`src/rtl/pwm_pkg.sv`:
```
// pwm_pkg: constants and types shared by the PWM generator and PWM capture
// blocks. The optional input deglitcher is enabled with PWM_GLITCH_FILT_EN.
package pwm_pkg;

  // Generator counter width; the nominal PWM period is 2**PWM_WIDTH clocks.
  localparam int PWM_WIDTH = 10;

  // The measurement counter is two bits wider than the generator counter, so
  // it can hold up to four nominal periods before saturating.
  function automatic int cw_of(input int width);
    return width + 2;
  endfunction

  localparam int PWM_CW = cw_of(PWM_WIDTH);

  // Capture FSM states.
  typedef enum logic [1:0] {
    IDLE = 2'd0,
    HIGH = 2'd1,
    LOW  = 2'd2
  } capture_state_e;

endpackage

```
`src/rtl/pwm_sync_edge.sv`:
```
// pwm_sync_edge: brings an asynchronous level into the clk domain and reports
// single-cycle rise/fall strobes plus the level those strobes refer to.
// If PWM_GLITCH_FILT_EN is defined, a deglitcher follows the synchroniser. The
// filtered level then moves only after the synced input has held a new value
// for 3 consecutive clocks.
module pwm_sync_edge
  import pwm_pkg::*;
#(
  parameter int SYNC_STAGES = 2
) (
  input  logic clk,
  input  logic rst,
  input  logic async_in,
  output logic level,
  output logic rise,
  output logic fall
);

  logic [SYNC_STAGES-1:0] sync_d, sync_q;
  logic                   lvl_d, lvl_q;
  logic                   rise_d, rise_q;
  logic                   fall_d, fall_q;
  logic                   s;

  assign s = sync_q[SYNC_STAGES-1];

  // Shift the asynchronous input through the synchroniser chain.
  always_comb begin
    sync_d = {sync_q[SYNC_STAGES-2:0], async_in};
  end

`ifdef PWM_GLITCH_FILT_EN
  logic [1:0] flt_cnt_d, flt_cnt_q;

  // Deglitcher. lvl_q is the filtered level. It takes the synced value on the
  // third consecutive clock that disagrees with it. Any agreeing clock
  // restarts the count, so pulses of 1-2 clocks never reach lvl_q.
  always_comb begin
    lvl_d     = lvl_q;
    flt_cnt_d = 2'd0;
    if (s != lvl_q) begin
      if (flt_cnt_q == 2'd2) begin
        lvl_d     = s;
        flt_cnt_d = 2'd0;
      end else begin
        flt_cnt_d = flt_cnt_q + 2'd1;
      end
    end
  end

  // Deglitcher counter register.
  always_ff @(posedge clk) begin
    if (rst) flt_cnt_q <= 2'd0;
    else     flt_cnt_q <= flt_cnt_d;
  end
`else
  // No filter: lvl_q is simply the synced level delayed one clock, which
  // provides the edge-detect reference.
  always_comb begin
    lvl_d = s;
  end
`endif

  // Edge strobes compare the next level with the current one. They are
  // registered, so each strobe lines up with lvl_q already at the new level.
  always_comb begin
    rise_d = lvl_d & ~lvl_q;
    fall_d = ~lvl_d & lvl_q;
  end

  // Synchroniser, level and edge registers.
  always_ff @(posedge clk) begin
    if (rst) begin
      sync_q <= '0;
      lvl_q  <= 1'b0;
      rise_q <= 1'b0;
      fall_q <= 1'b0;
    end else begin
      sync_q <= sync_d;
      lvl_q  <= lvl_d;
      rise_q <= rise_d;
      fall_q <= fall_d;
    end
  end

  assign level = lvl_q;
  assign rise  = rise_q;
  assign fall  = fall_q;

endmodule

```
`src/rtl/pwm_capture.sv`:
```
// pwm_capture: measures an incoming asynchronous PWM waveform and reports the
// high time and period of each complete cycle. It flags a stuck line when no
// edge arrives for TIMEOUT clocks.
// Build option PWM_GLITCH_FILT_EN enables the input deglitcher in pwm_sync_edge.
module pwm_capture
  import pwm_pkg::*;
#(
  parameter int WIDTH       = PWM_WIDTH,
  parameter int CW          = cw_of(WIDTH),
  parameter int TIMEOUT     = 2 * (2 ** WIDTH),
  parameter int SYNC_STAGES = 2
) (
  input  logic          clk,
  input  logic          rst,
  input  logic          PWM_in,
  output logic [CW-1:0] high_time,
  output logic [CW-1:0] period,
  output logic          meas_vld,
  output logic          stuck_hi,
  output logic          stuck_lo
);

  localparam int            IW      = $clog2(TIMEOUT + 1);
  localparam logic [IW-1:0] TO_LAST = IW'(TIMEOUT - 1);
  localparam logic [IW-1:0] TO_MAX  = IW'(TIMEOUT);

  logic           lvl, rise, fall;
  capture_state_e state_d, state_q;
  logic [CW-1:0]  hcnt_d, hcnt_q;
  logic [CW-1:0]  pcnt_d, pcnt_q;
  logic [IW-1:0]  idle_d, idle_q;
  logic [CW-1:0]  high_time_d, high_time_q;
  logic [CW-1:0]  period_d, period_q;
  logic           meas_vld_d, meas_vld_q;
  logic           stuck_hi_d, stuck_hi_q;
  logic           stuck_lo_d, stuck_lo_q;

  // Measurement counters stick at all-ones instead of wrapping.
  function automatic logic [CW-1:0] sat_inc(input logic [CW-1:0] v);
    return (&v) ? v : v + 1'b1;
  endfunction

  pwm_sync_edge #(
    .SYNC_STAGES(SYNC_STAGES)
  ) u_sync_edge (
    .clk     (clk),
    .rst     (rst),
    .async_in(PWM_in),
    .level   (lvl),
    .rise    (rise),
    .fall    (fall)
  );

  // Next-state logic: edge-driven measurement FSM, then the stuck-line
  // timeout, which takes priority over the FSM.
  always_comb begin
    state_d     = state_q;
    hcnt_d      = hcnt_q;
    pcnt_d      = pcnt_q;
    idle_d      = idle_q;
    high_time_d = high_time_q;
    period_d    = period_q;
    meas_vld_d  = 1'b0;
    stuck_hi_d  = stuck_hi_q;
    stuck_lo_d  = stuck_lo_q;

    case (state_q)
      // The first period after IDLE is partial, so it only arms the counters.
      IDLE: begin
        if (rise) begin
          state_d = HIGH;
          hcnt_d  = CW'(1);
          pcnt_d  = CW'(1);
        end
      end
      HIGH: begin
        pcnt_d = sat_inc(pcnt_q);
        if (fall) state_d = LOW;
        else      hcnt_d  = sat_inc(hcnt_q);
      end
      // A rise closes the period: publish it and start the next one.
      LOW: begin
        if (rise) begin
          high_time_d = hcnt_q;
          period_d    = pcnt_q;
          meas_vld_d  = 1'b1;
          state_d     = HIGH;
          hcnt_d      = CW'(1);
          pcnt_d      = CW'(1);
        end else begin
          pcnt_d = sat_inc(pcnt_q);
        end
      end
      default: state_d = IDLE;
    endcase

    if (rise || fall) begin
      idle_d     = '0;
      stuck_hi_d = 1'b0;
      stuck_lo_d = 1'b0;
    end else if (idle_q != TO_MAX) begin
      idle_d = idle_q + 1'b1;
      if (idle_q == TO_LAST) begin
        stuck_hi_d = lvl;
        stuck_lo_d = ~lvl;
        state_d    = IDLE;
        hcnt_d     = '0;
        pcnt_d     = '0;
      end
    end
  end

  // State, counter and output registers.
  always_ff @(posedge clk) begin
    if (rst) begin
      state_q     <= IDLE;
      hcnt_q      <= '0;
      pcnt_q      <= '0;
      idle_q      <= '0;
      high_time_q <= '0;
      period_q    <= '0;
      meas_vld_q  <= 1'b0;
      stuck_hi_q  <= 1'b0;
      stuck_lo_q  <= 1'b0;
    end else begin
      state_q     <= state_d;
      hcnt_q      <= hcnt_d;
      pcnt_q      <= pcnt_d;
      idle_q      <= idle_d;
      high_time_q <= high_time_d;
      period_q    <= period_d;
      meas_vld_q  <= meas_vld_d;
      stuck_hi_q  <= stuck_hi_d;
      stuck_lo_q  <= stuck_lo_d;
    end
  end

  assign high_time = high_time_q;
  assign period    = period_q;
  assign meas_vld  = meas_vld_q;
  assign stuck_hi  = stuck_hi_q;
  assign stuck_lo  = stuck_lo_q;

endmodule

```
`config.mk`:
```
export PLATFORM = sky130hd
export DESIGN_NAME = pwm_capture
export DESIGN_NICKNAME = d
export VERILOG_FILES = /design/src/rtl/pwm_pkg.sv /design/src/rtl/pwm_sync_edge.sv /design/src/rtl/pwm_capture.sv
export SDC_FILE = /design/constraint.sdc
export NUM_CORES = 1
export LEC_CHECK = 0
export CORE_UTILIZATION = 40
export DETAILED_ROUTE_END_ITERATION = 7
export PLACE_DENSITY_LB_ADDON = 0.1
export SLEW_MARGIN = 15
export SYNTH_ARGS = -nofsm -noshare
export SYNTH_HDL_FRONTEND = slang
export SYNTH_SLANG_ARGS = --single-unit
```
`constraint.sdc`:
```
create_clock -name clk -period 1.81 [get_ports clk]
set_input_delay 0.181 -clock clk [delete_from_list [all_inputs] [get_ports clk]]
set_output_delay 0.181 -clock clk [all_outputs]
set_load 0.01 [all_outputs]
```
==> flow_metrics.tcl, run 1 <==
set metrics [dict create \
    grt_setup_unrepaired "false" \
    clk_latency_ns 0.33 \
    synth_top_family_by_area "simple AND/OR/NAND/NOR gates" \
    fin_setup_tns_ns 0 \
    wl_per_cell_um 12.9 \
    end_kind "flop" \
    fp.dieW_um 90.0 \
    grt_overflow 0 \
    p_total_mw 2.83 \
    hold_viol 0 \
    crit_type "flop to flop" \
    grt_pass1_vias 2459 \
    synth-xor-area-share_pct 3.95 \
    min_path_type "input pin to flop" \
    num-nets-final 421 \
    yosys_warnings 0 \
    timing.hold.ws_ns 0.405 \
    dp_cells 502 \
    root_buffer "clkbuf_8" \
    yosys.area.top_type "dfxtp_1" \
    r2r_start "hcnt_q[0]" \
    syn-num-nets 377 \
    synth-simple-area-share_pct 29.7 \
    synth_compound_area_share_pct 12.7 \
    worst_pin_slew_ns 0.383 \
    drt_wl_total_mm 6.66 \
    peakVddDrop_mv 0.394 \
    clock_sinks 70 \
    finalSetupViolations 0 \
    synth_edf_count 0 \
    row_count 31 \
    grt_max_degree 26 \
    fin_cells 516 \
    skew_ns 0.00739 \
    cts.path.max_buffers 2 \
    async_reset_ff_share_pct 0 \
    postRouteAntennaNets 0 \
    p_leak_nw 1.28 \
    synth_seq_cells 70 \
    cts_tree "built" \
    cp_max_fo 5 \
    cp.arrival_ns 1.90 \
    hold_start "PWM_in" \
    antennaDiodeCount 0 \
    yosysTopAreaCellShare_pct 45.2 \
    core_area_sq_um 7370 \
    grt_pass1_wl_mm 11.8 \
    drtIter0Drc 116 \
    holdPathEnd "u_sync_edge.sync_q[0]" \
    min_period_ns 1.67 \
    cp_data_required_time_ns 2.04 \
    numCtsBuffers 9 \
    antenna_found_initial 0 \
    syn_area_sq_um 3100 \
    drc 0 \
    min_delay_path_depth 2 \
    place_congestion 0.777 \
    avgSynthCellArea_sq_um 8.38 \
    status "finished, final reports clean" \
    r2r_slack_ns 0.14 \
    first_pass_iters 4 \
    slew_violations 0 \
    dominantRegCellSynth "dfxtp_1" \
    layout-drive-gt1-share_pct 13.4 \
    die_h_um 90.0 \
    synth_cell_types 47 \
    fmax_mhz 597 \
    synth.mux.area_fraction_pct 3.11 \
    post-cts-setup-buffers 0 \
    numPortBuffers 29 \
    fill_cells 741 \
    dieArea_sq_um 8110 \
    place.detailed.hpwl_mm 4.69 \
    clk_pin_slew_ns 0.07 \
    cp-start-kind "flop" \
    start_util_pct 42.1 \
    synth_fa_ha_area_share_pct 1.61 \
    via_per_inst 5.14 \
    period_share_pct 92.5 \
    io_pins 30 \
    maxCapViolations 0 \
    htreeDepth 3 \
    slew_headroom_pct 74.5 \
    grt.total_usage_pct 17.9 \
    synth.area.top_cells "dfxtp_1, nand2_1, a21oi_1, nor2_1, nor3_1" \
    vias 2652 \
    p_per_area_nw_per_um2 741 \
    synth_cells 370 \
    r2r_cells 5 \
    reg2reg_to "hcnt_q[5]" \
    yosysSeqAreaShare_pct 45.2 \
    syn2layout_area_growth_pct 23.0 \
]
what timing repair did:
action / in CTS / in global routing
hold buffers: 0 / 0
resized for setup: 0 / 7
setup endpoints to repair: 0 / 17
hold endpoints to repair: 0 / 0
flip-flops by register name, indices dropped and copies added, names as in the netlist, 2 cells and up:
signal	cells
state_q	2
idle_q	12
period	12
high_time	12
u_sync_edge.sync_q	2
pcnt_q	12
hcnt_q	12
area by class of cell:
type | instances | area (sq um) | share of cell area (%)
multi-input cells | 277 | 1610 | 42.2
well taps | 99 | 124 | 3.25
inverters | 4 | 15.0 | 0.394
repair buffers | 52 | 488 | 12.8
flip-flops and latches | 70 | 1400 | 36.8
clock inverters | 1 | 5.00 | 0.131
clock buffers | 13 | 169 | 4.43
stage by stage:
| step | worst slack (ns) | instance area [sq um] | util, % |
|---|---|---|---|
| 2_1_floorplan | 0.0829 | 3100 | - |
| 6_report | 0.135 | 3810 | 51.7 |
| 3_5_place_dp | 0.114 | 3610 | 49.0 |
| 5_1_grt | 0.00151 | 3810 | 51.7 |
| 4_1_cts | 0.0818 | 3790 | 51.4 |
| 3_3_place_gp | 0.154 | 3610 | 49.0 |
Yosys cell counts (all sizes together), types with 6 or more instances:
cell type,count
a21oi,39
a31oi,6
and4,6
buf,11
clkbuf,8
dfxtp,70
nand2,74
nand3,12
nand4,6
nor2,37
nor3,13
xnor2,7
xor2,7
routing by layer:
metal / global-route usage (%) / routed length, um
met1: 24.9 / 3350
met2: 26.8 / 3000
met3: 5.16 / 240
met4: 4.97 / 67
met5: 0 / 0
worst max-delay path: stages (launching register included):
cell and delay [ns]:
dfxtp_1 0.45, nand2_1 0.14, or2_0 0.24, or4_1 0.51, a31oi_1 0.18, nor2_1 0.05
power breakdown:
| part | switching (mW) | leakage, nW | internal, mW |
|---|---|---|---|
| clock network | 0.538 | 0.0914 | 0.594 |
| logic | 0.0687 | 0.620 | 0.0555 |
| registers | 0.0165 | 0.565 | 1.56 |
cell families (layout without fill, tap and decap cells):
| group | Yosys count | count (layout) |
|---|---|---|
| simple gates | 184 | 184 |
| flops | 70 | 70 |
| compound gates | 66 | 66 |
| buf+inv | 23 | 70 |
| xor+xnor | 14 | 14 |
| mux | 9 | 9 |
| fa+ha+maj | 4 | 4 |
layout by cell type, fill, tap and decap left out, types with 5 or more instances in the layout:
cell type        netlist  final
nor2b_1                5      5
clkdlybuf4s50_1        0     29
nand2b_1               5      5
a31oi_1                6      6
xnor2_1                7      7
dfxtp_1               70     69
o21ai_0                5      5
mux2_2                 5      5
clkbuf_8               0     12
and4_1                 6      6
nand2_1               74     74
nor3_1                13     13
a21oi_1               39     39
nand4_1                6      6
buf_4                  3     21
xor2_1                 7      7
or3_1                  5      5
nor2_1                37     36
nand3_1               11     11
worst max-delay path by stage:
stage | startpoint | cells past startpoint | slack [ns] | to
finish | hcnt_q[0] | 5 | 0.14 | hcnt_q[5]
global route | state_q[0] | 6 | 0.002 | hcnt_q[0]
CTS | hcnt_q[0] | 6 | 0.08 | hcnt_q[3]
detailed placement | hcnt_q[0] | 6 | 0.11 | hcnt_q[3]
global placement | hcnt_q[0] | 6 | 0.15 | hcnt_q[3]
floorplan | idle_q[0] | 8 | 0.08 | pcnt_q[4]
No activity file was read; power rests on OpenSTA's default activity.
==> inputs of run 2 (changes only) <==
Settings changed: SLEW_MARGIN 15 to default.
==> results of run 2 <==
Final layout, timing and power as in run 1 (identical DEF).
==> inputs of run 3 (changes only) <==
Settings changed: TNS_END_PERCENT from default to 100.
==> results of run 3 <==
Final layout, timing and power as in run 1 (identical DEF).
